## config.mk

```make
export PLATFORM = sky130hd
export DESIGN_NAME = vga_tile_timing_flat
export DESIGN_NICKNAME = d
export VERILOG_FILES = /design/src/rtl/vga_tile_timing_if.sv /design/src/rtl/vga_tile_timing.sv /design/src/flat_wrapper.sv
export SDC_FILE = /design/constraint.sdc
export NUM_CORES = 1
export LEC_CHECK = 0
export ABC_AREA = 1
export BUFFER_PORTS_ARGS = -buffer_cell sky130_fd_sc_hd__buf_4
export CORE_MARGIN = 2
export CORE_UTILIZATION = 50
export CTS_CLUSTER_SIZE = 30
export DETAILED_ROUTE_END_ITERATION = 6
export PLACE_DENSITY = 0.7
export SETUP_SLACK_MARGIN = 0.4
export SLEW_MARGIN = 5
export SYNTH_ARGS = -nofsm -noshare
export SYNTH_HDL_FRONTEND = slang
export SYNTH_SLANG_ARGS = --single-unit
```

## constraint.sdc

```tcl
create_clock -name clk -period 3.2 [get_ports clk]
set_clock_uncertainty 0.2 [all_clocks]
set_input_delay 0.32 -clock clk [delete_from_list [all_inputs] [get_ports clk]]
set_output_delay 0.32 -clock clk [all_outputs]
set_load 0.01 [all_outputs]
```

## src/rtl/vga_tile_timing_if.sv

```systemverilog
// rtl/vga_tile_timing_if.sv - pixel-timing bundle between the VGA/tile timing generator and its renderers
//
// Signals (master = timing generator, slave = renderer / pixel-strobe source):
//   pix_en       pixel strobe into the generator
//   h_cnt/v_cnt  frame column / line of the current pixel
//   hsync/vsync  active-low sync pulses
//   active       pixel is inside the visible 640x480 area
//   frame_start  pixel (0,0) marker
//   tile_valid   pixel lies inside one of the 16 board tiles
//   tile_col/row tile index, 0..3
//   tile_h_cnt/tile_v_cnt  position inside the tile
interface vga_tile_timing_if;
  logic        pix_en;
  logic [11:0] h_cnt;
  logic [11:0] v_cnt;
  logic        hsync;
  logic        vsync;
  logic        active;
  logic        frame_start;
  logic        tile_valid;
  logic [1:0]  tile_col;
  logic [1:0]  tile_row;
  logic [11:0] tile_h_cnt;
  logic [11:0] tile_v_cnt;

  modport master (
    input  pix_en,
    output h_cnt, v_cnt, hsync, vsync, active, frame_start,
    output tile_valid, tile_col, tile_row, tile_h_cnt, tile_v_cnt
  );

  modport slave (
    output pix_en,
    input  h_cnt, v_cnt, hsync, vsync, active, frame_start,
    input  tile_valid, tile_col, tile_row, tile_h_cnt, tile_v_cnt
  );
endinterface

```

## src/rtl/vga_tile_timing.sv

```systemverilog
// rtl/vga_tile_timing.sv - VGA 640x480@60 timing generator with 4x4 tile-board coordinates
//
// Ports:
//   clk  system clock
//   rst  synchronous reset, active-low
//   vif  vga_tile_timing_if.master: pix_en in; frame counters, syncs, active,
//        frame_start and tile coordinates out, all registered and describing
//        the same pixel in the same cycle.
module vga_tile_timing #(
  parameter int H_ACTIVE = 640,
  parameter int H_FP     = 16,
  parameter int H_SYNC   = 96,
  parameter int H_BP     = 48,
  parameter int V_ACTIVE = 480,
  parameter int V_FP     = 10,
  parameter int V_SYNC   = 2,
  parameter int V_BP     = 33,
  parameter int TILE     = 106,
  parameter int GAP      = 8,
  parameter int BOARD_X0 = 88,
  parameter int BOARD_Y0 = 8
) (
  input  logic               clk,
  input  logic               rst,
  vga_tile_timing_if.master  vif
);

  localparam int H_TOTAL = H_ACTIVE + H_FP + H_SYNC + H_BP;
  localparam int V_TOTAL = V_ACTIVE + V_FP + V_SYNC + V_BP;

  localparam logic [11:0] H_LAST    = 12'(H_TOTAL - 1);
  localparam logic [11:0] V_LAST    = 12'(V_TOTAL - 1);
  localparam logic [11:0] H_ACT     = 12'(H_ACTIVE);
  localparam logic [11:0] V_ACT     = 12'(V_ACTIVE);
  localparam logic [11:0] HS_START  = 12'(H_ACTIVE + H_FP);
  localparam logic [11:0] HS_END    = 12'(H_ACTIVE + H_FP + H_SYNC);
  localparam logic [11:0] VS_START  = 12'(V_ACTIVE + V_FP);
  localparam logic [11:0] VS_END    = 12'(V_ACTIVE + V_FP + V_SYNC);
  localparam logic [11:0] XS0       = 12'(BOARD_X0 + GAP);
  localparam logic [11:0] YS0       = 12'(BOARD_Y0 + GAP);
  localparam logic [11:0] TILE_LAST = 12'(TILE - 1);
  localparam logic [11:0] GAP_LAST  = 12'(GAP - 1);

  typedef enum logic [1:0] {
    ST_PRE  = 2'd0,
    ST_TILE = 2'd1,
    ST_GAP  = 2'd2,
    ST_DONE = 2'd3
  } axis_st_t;

  // Registered state; the axis FSM registers always describe the pixel
  // currently presented on h_cnt/v_cnt.
  logic [11:0] h_cnt, v_cnt;
  axis_st_t    h_st, v_st;
  logic [11:0] h_off, v_off;
  logic [1:0]  h_idx, v_idx;
  logic        hsync, vsync, active, frame_start, tile_valid;
  logic [1:0]  tile_col, tile_row;
  logic [11:0] tile_h_cnt, tile_v_cnt;

  // Next-pixel values; every output register is loaded from these so all
  // outputs move together with zero relative latency.
  logic        h_wrap, v_wrap;
  logic [11:0] h_nxt, v_nxt;
  axis_st_t    h_st_n, v_st_n;
  logic [11:0] h_off_n, v_off_n;
  logic [1:0]  h_idx_n, v_idx_n;
  logic        tv_n;

  always_comb begin
    h_wrap = (h_cnt == H_LAST);
    v_wrap = (v_cnt == V_LAST);
    h_nxt  = h_wrap ? 12'd0 : h_cnt + 12'd1;
    v_nxt  = v_cnt;
    if (h_wrap) begin
      v_nxt = v_wrap ? 12'd0 : v_cnt + 12'd1;
    end
  end

  // Horizontal axis: steps on every pixel, restarts on the line wrap.
  always_comb begin
    h_st_n  = h_st;
    h_off_n = h_off;
    h_idx_n = h_idx;
    if (h_wrap) begin
      h_off_n = 12'd0;
      h_idx_n = 2'd0;
      h_st_n  = (XS0 == 12'd0) ? ST_TILE : ST_PRE;
    end else begin
      case (h_st)
        ST_PRE: begin
          if (h_nxt == XS0) begin
            h_st_n  = ST_TILE;
            h_off_n = 12'd0;
          end
        end
        ST_TILE: begin
          if (h_off == TILE_LAST) begin
            h_off_n = 12'd0;
            h_st_n  = (h_idx == 2'd3) ? ST_DONE : ST_GAP;
          end else begin
            h_off_n = h_off + 12'd1;
          end
        end
        ST_GAP: begin
          if (h_off == GAP_LAST) begin
            h_off_n = 12'd0;
            h_idx_n = h_idx + 2'd1;
            h_st_n  = ST_TILE;
          end else begin
            h_off_n = h_off + 12'd1;
          end
        end
        default: ;
      endcase
    end
  end

  // Vertical axis: same walk, but only advances when the line wraps.
  always_comb begin
    v_st_n  = v_st;
    v_off_n = v_off;
    v_idx_n = v_idx;
    if (h_wrap) begin
      if (v_wrap) begin
        v_off_n = 12'd0;
        v_idx_n = 2'd0;
        v_st_n  = (YS0 == 12'd0) ? ST_TILE : ST_PRE;
      end else begin
        case (v_st)
          ST_PRE: begin
            if (v_nxt == YS0) begin
              v_st_n  = ST_TILE;
              v_off_n = 12'd0;
            end
          end
          ST_TILE: begin
            if (v_off == TILE_LAST) begin
              v_off_n = 12'd0;
              v_st_n  = (v_idx == 2'd3) ? ST_DONE : ST_GAP;
            end else begin
              v_off_n = v_off + 12'd1;
            end
          end
          ST_GAP: begin
            if (v_off == GAP_LAST) begin
              v_off_n = 12'd0;
              v_idx_n = v_idx + 2'd1;
              v_st_n  = ST_TILE;
            end else begin
              v_off_n = v_off + 12'd1;
            end
          end
          default: ;
        endcase
      end
    end
    tv_n = (h_st_n == ST_TILE) && (v_st_n == ST_TILE);
  end

  always_ff @(posedge clk) begin
    if (!rst) begin
      // Park on the last pixel of the frame so the first pix_en lands on (0,0).
      h_cnt       <= H_LAST;
      v_cnt       <= V_LAST;
      h_st        <= ST_DONE;
      v_st        <= ST_DONE;
      h_off       <= 12'd0;
      v_off       <= 12'd0;
      h_idx       <= 2'd0;
      v_idx       <= 2'd0;
      hsync       <= 1'b1;
      vsync       <= 1'b1;
      active      <= 1'b0;
      frame_start <= 1'b0;
      tile_valid  <= 1'b0;
      tile_col    <= 2'd0;
      tile_row    <= 2'd0;
      tile_h_cnt  <= 12'd0;
      tile_v_cnt  <= 12'd0;
    end else if (vif.pix_en) begin
      h_cnt       <= h_nxt;
      v_cnt       <= v_nxt;
      h_st        <= h_st_n;
      v_st        <= v_st_n;
      h_off       <= h_off_n;
      v_off       <= v_off_n;
      h_idx       <= h_idx_n;
      v_idx       <= v_idx_n;
      hsync       <= !((h_nxt >= HS_START) && (h_nxt < HS_END));
      vsync       <= !((v_nxt >= VS_START) && (v_nxt < VS_END));
      active      <= (h_nxt < H_ACT) && (v_nxt < V_ACT);
      frame_start <= (h_nxt == 12'd0) && (v_nxt == 12'd0);
      tile_valid  <= tv_n;
      tile_col    <= tv_n ? h_idx_n : 2'd0;
      tile_row    <= tv_n ? v_idx_n : 2'd0;
      tile_h_cnt  <= tv_n ? h_off_n : 12'd0;
      tile_v_cnt  <= tv_n ? v_off_n : 12'd0;
    end
  end

  assign vif.h_cnt       = h_cnt;
  assign vif.v_cnt       = v_cnt;
  assign vif.hsync       = hsync;
  assign vif.vsync       = vsync;
  assign vif.active      = active;
  assign vif.frame_start = frame_start;
  assign vif.tile_valid  = tile_valid;
  assign vif.tile_col    = tile_col;
  assign vif.tile_row    = tile_row;
  assign vif.tile_h_cnt  = tile_h_cnt;
  assign vif.tile_v_cnt  = tile_v_cnt;

endmodule

```

## src/flat_wrapper.sv

```systemverilog
// flat-port wrapper written by rule: the top's interface ports become plain ports
module vga_tile_timing_flat 
#(
  parameter int H_ACTIVE = 640,
  parameter int H_FP     = 16,
  parameter int H_SYNC   = 96,
  parameter int H_BP     = 48,
  parameter int V_ACTIVE = 480,
  parameter int V_FP     = 10,
  parameter int V_SYNC   = 2,
  parameter int V_BP     = 33,
  parameter int TILE     = 106,
  parameter int GAP      = 8,
  parameter int BOARD_X0 = 88,
  parameter int BOARD_Y0 = 8
)
  (clk, rst, vif_pix_en, vif_h_cnt, vif_v_cnt, vif_hsync, vif_vsync, vif_active, vif_frame_start, vif_tile_valid, vif_tile_col, vif_tile_row, vif_tile_h_cnt, vif_tile_v_cnt);
  vga_tile_timing_if vif_i ();
  input  logic clk;
  input  logic rst;
  input wire logic [$bits(vif_i.pix_en)-1:0] vif_pix_en;
  output wire logic [$bits(vif_i.h_cnt)-1:0] vif_h_cnt;
  output wire logic [$bits(vif_i.v_cnt)-1:0] vif_v_cnt;
  output wire logic [$bits(vif_i.hsync)-1:0] vif_hsync;
  output wire logic [$bits(vif_i.vsync)-1:0] vif_vsync;
  output wire logic [$bits(vif_i.active)-1:0] vif_active;
  output wire logic [$bits(vif_i.frame_start)-1:0] vif_frame_start;
  output wire logic [$bits(vif_i.tile_valid)-1:0] vif_tile_valid;
  output wire logic [$bits(vif_i.tile_col)-1:0] vif_tile_col;
  output wire logic [$bits(vif_i.tile_row)-1:0] vif_tile_row;
  output wire logic [$bits(vif_i.tile_h_cnt)-1:0] vif_tile_h_cnt;
  output wire logic [$bits(vif_i.tile_v_cnt)-1:0] vif_tile_v_cnt;
  assign vif_i.pix_en = vif_pix_en;
  assign vif_h_cnt = vif_i.h_cnt;
  assign vif_v_cnt = vif_i.v_cnt;
  assign vif_hsync = vif_i.hsync;
  assign vif_vsync = vif_i.vsync;
  assign vif_active = vif_i.active;
  assign vif_frame_start = vif_i.frame_start;
  assign vif_tile_valid = vif_i.tile_valid;
  assign vif_tile_col = vif_i.tile_col;
  assign vif_tile_row = vif_i.tile_row;
  assign vif_tile_h_cnt = vif_i.tile_h_cnt;
  assign vif_tile_v_cnt = vif_i.tile_v_cnt;
  vga_tile_timing #(.H_ACTIVE(H_ACTIVE), .H_FP(H_FP), .H_SYNC(H_SYNC), .H_BP(H_BP), .V_ACTIVE(V_ACTIVE), .V_FP(V_FP), .V_SYNC(V_SYNC), .V_BP(V_BP), .TILE(TILE), .GAP(GAP), .BOARD_X0(BOARD_X0), .BOARD_Y0(BOARD_Y0)) u_core (.clk(clk), .rst(rst), .vif(vif_i));
endmodule
```

==> impl_metrics.json, run 1 <==
{
  "status": "complete, no violations",
  "crit_fanout": 9,
  "grt_antenna_before_repair": 0,
  "portBuffers": 59,
  "fin_crit_ns": 2.699,
  "syn_nets": 934,
  "required_ns": 3.29,
  "ys_types": 41,
  "routed_wl_um": 15920,
  "slew_viol_final": 0,
  "worst_skew_pair.late_latency_ns": 0.35,
  "worstMarginPinSlew_ns": 0.7881,
  "gp_congestion": 0.9348,
  "grt_pass1_vias": 5322,
  "num_io_pins": 60,
  "vias_per_cell": 5.412,
  "hold_buffers": 0,
  "cts_tree": "done",
  "layout-drive-gt1-share_pct": 19.39,
  "grt_max_degree": 76,
  "power.total_mw": 2.932,
  "ys_seq_elements": 89,
  "num_rows": 38,
  "ys_seq_area_share_pct": 31.46,
  "n_antenna_cell": 0,
  "cap_violations": 0,
  "place_inst": 1095,
  "grt.total_usage_pct": 25.28,
  "yosysWarnings": 0,
  "leakage_nw": 2.950,
  "hold_viol": 0,
  "cp-end-kind": "register",
  "worstSetupPathType": "register to register",
  "grt-ovfl-total": 0,
  "finalCritPeriodShare_pct": 84.33,
  "area_growth_pct": 20.15,
  "core_mm2": 0.01094,
  "drtAntennaViolNets": 0,
  "fin_hold_ws_ns": 0.09913,
  "cts.htree.levels": 3,
  "nFillCells": 1081,
  "avgSynthCellArea_um2": 6.150,
  "die_area_mm2": 0.01220,
  "cts.path.max_buffers": 2,
  "die_h_um": 110.4,
  "cts.sinks": 89,
  "start_util_pct": 51.80,
  "drt_iter0_drc": 488,
  "fin_nets": 993,
  "grt_setup_unrepaired": "yes",
  "via_count": 6088,
  "max_freq_mhz": 370.6,
  "dp_hpwl_um": 10740,
  "root_buffer": "clkbuf_16",
  "drcViolationCount": 0,
  "wl_per_cell_um": 14.15,
  "final.setup.tns_ns": 0,
  "finalNonFillerCells": 1125,
  "numCtsBuffers": 9,
  "synth_cells": 921,
  "place_area_mm2": 0.006217,
  "vdd_drop_max_mv": 0.3712,
  "die_w_um": 110.4,
  "clkTransAtPathRegs_ns": 0.06,
  "arrival_ns": 2.79,
  "grt_pass1_wl_um": 25880,
  "setup_viol": 0,
  "p_per_area_mw_per_mm2": 430.8,
  "firstDrtPassIters": 6,
  "synth_area_mm2": 0.005664,
  "fin_area_mm2": 0.006805,
  "hp-class": "primary input to register",
  "start_kind": "register",
  "slew_headroom_pct": 47.46
}
## metrics by stage
stage	util (%)	setup slack (ns)
6_report	62.23	0.5015
5_1_grt	62.23	0.3281
4_1_cts	60.08	0.4113
3_5_place_dp	56.85	0.2059
3_3_place_gp	56.85	0.2461
2_1_floorplan	-	0.6365
## kinds of logic after synthesis
kind of cell	share of synthesized area (%)
AOI/OAI and AO/OA	17.25
xor gates and xnor gates	1.701
adders and majority gates	2.209
buffers and inverters	10.40
DFF	31.46
and+or+nand+nor	36.98
## critical path, cell delays in order, from the launching register on
cell and delay, ns:
dfxtp_4 0.38, ha_4 0.14, nand2_4 0.07, nor2_4 0.14, nand3_2 0.09, nor2_4 0.24
nand2_1 0.09, nand2_2 0.10, inv_2 0.03, nor2_1 0.08, nand2_1 0.09, nor2_2 0.15
nand3_1 0.08, nand2_1 0.06, nand2_1 0.05, nand2_2 0.11, nand3_4 0.08, buf_12 0.16
inv_6 0.10, nand2_1 0.07, a21oi_2 0.11
## placed cells by master (no fill, tap or decap), types with 3 or more instances in the layout
| master | n |
|---|---|
| a21oi_1 | 87 |
| a21oi_2 | 19 |
| a31oi_1 | 11 |
| buf_4 | 83 |
| clkbuf_1 | 3 |
| clkbuf_16 | 9 |
| dfxtp_1 | 78 |
| dfxtp_2 | 10 |
| ha_1 | 8 |
| inv_1 | 94 |
| inv_2 | 12 |
| nand2_1 | 196 |
| nand2_2 | 21 |
| nand3_1 | 75 |
| nand3_2 | 4 |
| nand4_1 | 15 |
| nor2_1 | 136 |
| nor2_2 | 6 |
| nor2_4 | 6 |
| nor3_1 | 13 |
| o211ai_1 | 9 |
| o21ai_0 | 39 |
| o21ai_1 | 4 |
| xor2_1 | 11 |
## sequential cells by signal (all words and copies together) (netlist names)
register / cells
u_core.vif.tile_row: 2
u_core.h_off: 12
u_core.v_st: 2
u_core.h_st: 2
u_core.h_idx: 2
u_core.vif.v_cnt: 12
u_core.vif.frame_start: 1
u_core.vif.tile_h_cnt: 12
u_core.vif.tile_valid: 1
u_core.vif.active: 1
u_core.v_idx: 2
u_core.vif.vsync: 1
u_core.vif.tile_v_cnt: 12
u_core.vif.tile_col: 2
u_core.vif.hsync: 1
u_core.vif.h_cnt: 12
u_core.v_off: 12
## layout make-up
class	count	area (um2)	area share [%]
clock buffer	13	250.2	3.677
clock inverter	3	40.04	0.5883
inverter	109	416.7	6.122
multi-input combinational	684	3451	50.71
sequential	89	1798	26.42
tap	140	175.2	2.574
timing repair buffer	86	665.6	9.781
timing repair inverter	1	8.758	0.1287
## per-layer routing
| metal | global-route usage (%) | vias to the layer above | part of all wire [%] |
|---|---|---|---|
| li1 | - | 3115 | - |
| met1 | 35.37 | 2776 | 48 |
| met2 | 39.35 | 174 | 45 |
| met3 | 3.293 | 23 | 5.3 |
| met4 | 10.42 | 0 | 2.0 |
| met5 | 0 | - | 0 |
## final timing paths
kind,start,end,slack [ns],depth (start not counted)
hold / removal,rst,u_core.vif.h_cnt[1],0.1,2
hold reg to reg,u_core.vif.frame_start,u_core.vif.frame_start,0.27,2
setup reg to reg,u_core.vif.h_cnt[0],u_core.vif.tile_row[0],0.50,20
setup / recovery,u_core.vif.h_cnt[0],u_core.vif.tile_row[0],0.50,20
## power breakdown
part	switching (mW)	internal [mW]	total (mW)	leakage (nW)
combinational	0.412	0.221	0.633	2.08
clock	0.442	0.625	1.07	0.144
sequential	0.0753	1.16	1.23	0.726
total	0.929	2.00	2.93	2.95
## repair_timing
action | 4_1_cts | 5_1_grt
hold endpoints to repair | 0 | 0
pin swaps | 1 | 24
gates cloned | 1 | 1
buffers inserted | 3 | 9
resized for setup | 9 | 55
setup endpoints to repair | 43 | 53
## synthesized netlist by cell type (all sizes together)
library cell,instances,area (um2)
nor4,3,18.77
buf,9,61.31
inv,107,404.1
a31oi,11,68.82
o22ai,1,6.260
and3,1,6.260
nand3,80,417.9
o21ai,43,215.2
xor2,11,96.34
o31ai,1,7.510
nor2,149,608.1
nor3,14,75.07
o21a,1,7.510
ha,10,125.1
clkbuf,31,116.4
nand4,15,93.84
nand3b,2,15.01
nor2b,1,6.260
a21oi,107,573.1
clkinv,2,7.510
a22oi,1,7.510
or2,2,12.51
o211ai,9,67.56
o21bai,2,15.01
nand2,218,840.8
dfxtp,89,1782
o41ai,1,8.760
Note: power is estimated with default switching activity, not from simulation.
==> run 2, diff against run 1 <==
--- a/config.mk
+++ b/config.mk
@@ -11,7 +11,7 @@
 export CORE_UTILIZATION = 50
 export CTS_CLUSTER_SIZE = 30
 export DETAILED_ROUTE_END_ITERATION = 6
-export PLACE_DENSITY = 0.7
+export PLACE_DENSITY = 0.72
 export SETUP_SLACK_MARGIN = 0.4
 export SLEW_MARGIN = 5
 export SYNTH_ARGS = -nofsm -noshare
==> constraint.sdc (replaced) <==
create_clock -name clk -period 2.4 [get_ports clk]
set_clock_uncertainty 0.2 [all_clocks]
set_input_delay 0.24 -clock clk [delete_from_list [all_inputs] [get_ports clk]]
set_output_delay 0.24 -clock clk [all_outputs]
set_load 0.01 [all_outputs]
==> run 2 against run 1 <==
Compared with the run above:
- the run now ends with setup timing left
- maximum frequency rose by 0.70%
- clock-buffer cell count decreased by 4
- final area grew 28%
- clock power up 43%
- die area did not move
- via count rose by 16%
- non-clock buffer count grew 143
- sequential share of layout area down 5.5 points
- critical path type unchanged
==> impl_metrics.json, run 2 (synthesis gave the netlist of run 1 again) <==
{
  "status": "complete, but fails checks",
  "violations": "setup timing",
  "grt-ovfl-total": 0,
  "grt_pass1_vias": 6376,
  "fin_ws_ns": -0.2797,
  "nFillCells": 753,
  "drcViolationCount": 0,
  "via_count": 7063,
  "drtAntennaViolNets": 0,
  "crit_fanout": 6,
  "n_antenna_cell": 0,
  "final.setup.tns_ns": -10.36,
  "gp_congestion": 0.9396,
  "leakage_nw": 3.828,
  "layout-drive-gt1-share_pct": 40.62,
  "start_util_pct": 51.80,
  "setup_viol": 58,
  "final_cell_mix": "206 x buf_4, 177 x nand2_1, 113 x nor2_1, 85 x inv_1, 73 x dfxtp_1",
  "p_per_area_mw_per_mm2": 515.4,
  "root_buffer": "clkbuf_16",
  "max_freq_mhz": 373.2,
  "worst_skew_pair.late_latency_ns": 0.36,
  "dp_hpwl_um": 12080,
  "num_rows": 38,
  "area_growth_pct": 53.39,
  "cap_violations": 0,
  "r2r_start": "u_core.vif.h_cnt[0]",
  "firstDrtPassIters": 7,
  "grt.total_usage_pct": 29.90,
  "numCtsBuffers": 9,
  "hp-class": "primary input to register",
  "cts.sinks": 89,
  "grt_setup_unrepaired": "yes",
  "core_mm2": 0.01094,
  "routed_wl_um": 20130,
  "critPathCapture": "u_core.v_off[2]",
  "die_area_mm2": 0.01220,
  "slew_viol_final": 0,
  "grt_antenna_before_repair": 0,
  "hold_viol": 0,
  "layout_commonest_cell": "buf_4",
  "fin_nets": 1138,
  "fin_crit_ns": 2.680,
  "worstMarginPinSlew_ns": 0.5568,
  "cts.htree.levels": 3,
  "die_w_um": 110.4,
  "finalCritPeriodShare_pct": 111.7,
  "grt_pass1_wl_um": 30380,
  "cts.path.max_buffers": 2,
  "vias_per_cell": 5.561,
  "worstSetupPathType": "register to register",
  "die_h_um": 110.4,
  "required_ns": 2.44,
  "wl_per_cell_um": 15.85,
  "crit_path_start": "u_core.vif.h_cnt[0]",
  "cp-end-kind": "register",
  "power.total_mw": 4.478,
  "arrival_ns": 2.72,
  "hold_buffers": 0,
  "num_io_pins": 60,
  "grt_max_degree": 76,
  "vdd_drop_max_mv": 0.6751,
  "rrSetupSlack_ns": -0.28,
  "final_util_pct": 79.45,
  "start_kind": "register",
  "fin_hold_ws_ns": 0.02504,
  "drt_iter0_drc": 609,
  "r2r_end": "u_core.v_off[2]",
  "slew_headroom_pct": 62.56,
  "cts_tree": "done",
  "portBuffers": 59,
  "place_area_mm2": 0.007343,
  "r2r_cells": 18,
  "fin_area_mm2": 0.008688,
  "clkTransAtPathRegs_ns": 0.07
}
[run 2: stage by stage]
stage          instances  setup slack, ns
3_5_place_dp        1215          -0.2439
3_3_place_gp        1215          -0.1891
6_report            1270          -0.2797
2_1_floorplan        921          0.02094
5_1_grt             1270          -0.4020
4_1_cts             1249          -0.1249
[run 2: how the worst min path moves through the flow]
stage                        startpoint                        to  slack, ns  depth (start not counted)
6_report                            rst       u_core.vif.h_cnt[1]       0.03                          2
5_1_grt                             rst       u_core.vif.h_cnt[1]       0.02                          2
4_1_cts                             rst       u_core.vif.h_cnt[1]       0.02                          2
3_5_place_dp   u_core.vif.tile_h_cnt[0]  u_core.vif.tile_h_cnt[0]       0.26                          2
3_3_place_gp           u_core.vif.hsync          u_core.vif.hsync       0.26                          2
2_1_floorplan           u_core.h_idx[1]           u_core.h_idx[1]       0.26                          2
[run 2: repair_timing]
item | CTS | global route
endpoints found under the setup margin | 62 | 67
setup buffers | 15 | 19
gates resized for setup | 81 | 118
pin swaps | 15 | 39
gates cloned | 3 | 2
[run 2: area by class of cell]
type                       count  area [um2]  area share (%)
multi-input combinational    684        4058           46.70
timing repair buffer         229        1863           21.44
sequential                    89        1817           20.91
inverter                     109       426.7           4.911
clock buffer                   9       225.2           2.592
tap                          140       175.2           2.016
clock inverter                 7       92.59           1.066
timing repair inverter         3       31.28          0.3600
[run 2: metal layers]
metal,global-route usage [%],share of wire [%],vias up
met4,10.75,3.5,0
met3,6.531,7.7,77
met1,38.81,40,3255
met5,0,0,-
met2,48.96,49,328
li1,-,-,3403
[run 2: power by group]
part,leakage [nW],switching [mW],internal (mW)
combinational,2.94,0.773,0.557
sequential,0.731,0.0821,1.54
clock,0.156,0.692,0.837
[run 2: critical path, cell delays in order, from the launching register on]
cell and delay (ns):
dfxtp_4 0.37, ha_4 0.15, nand2_4 0.07, nor2_4 0.10, nand3_2 0.09, nor2_4 0.19, nand2_1 0.10, nand2_2 0.09
inv_2 0.04, nor2_1 0.12, nand2_1 0.11, nor2_4 0.11, nand2_2 0.11, buf_12 0.16, nand3_1 0.06, nand2_1 0.06
a21oi_2 0.24, buf_4 0.15, a21oi_1 0.05
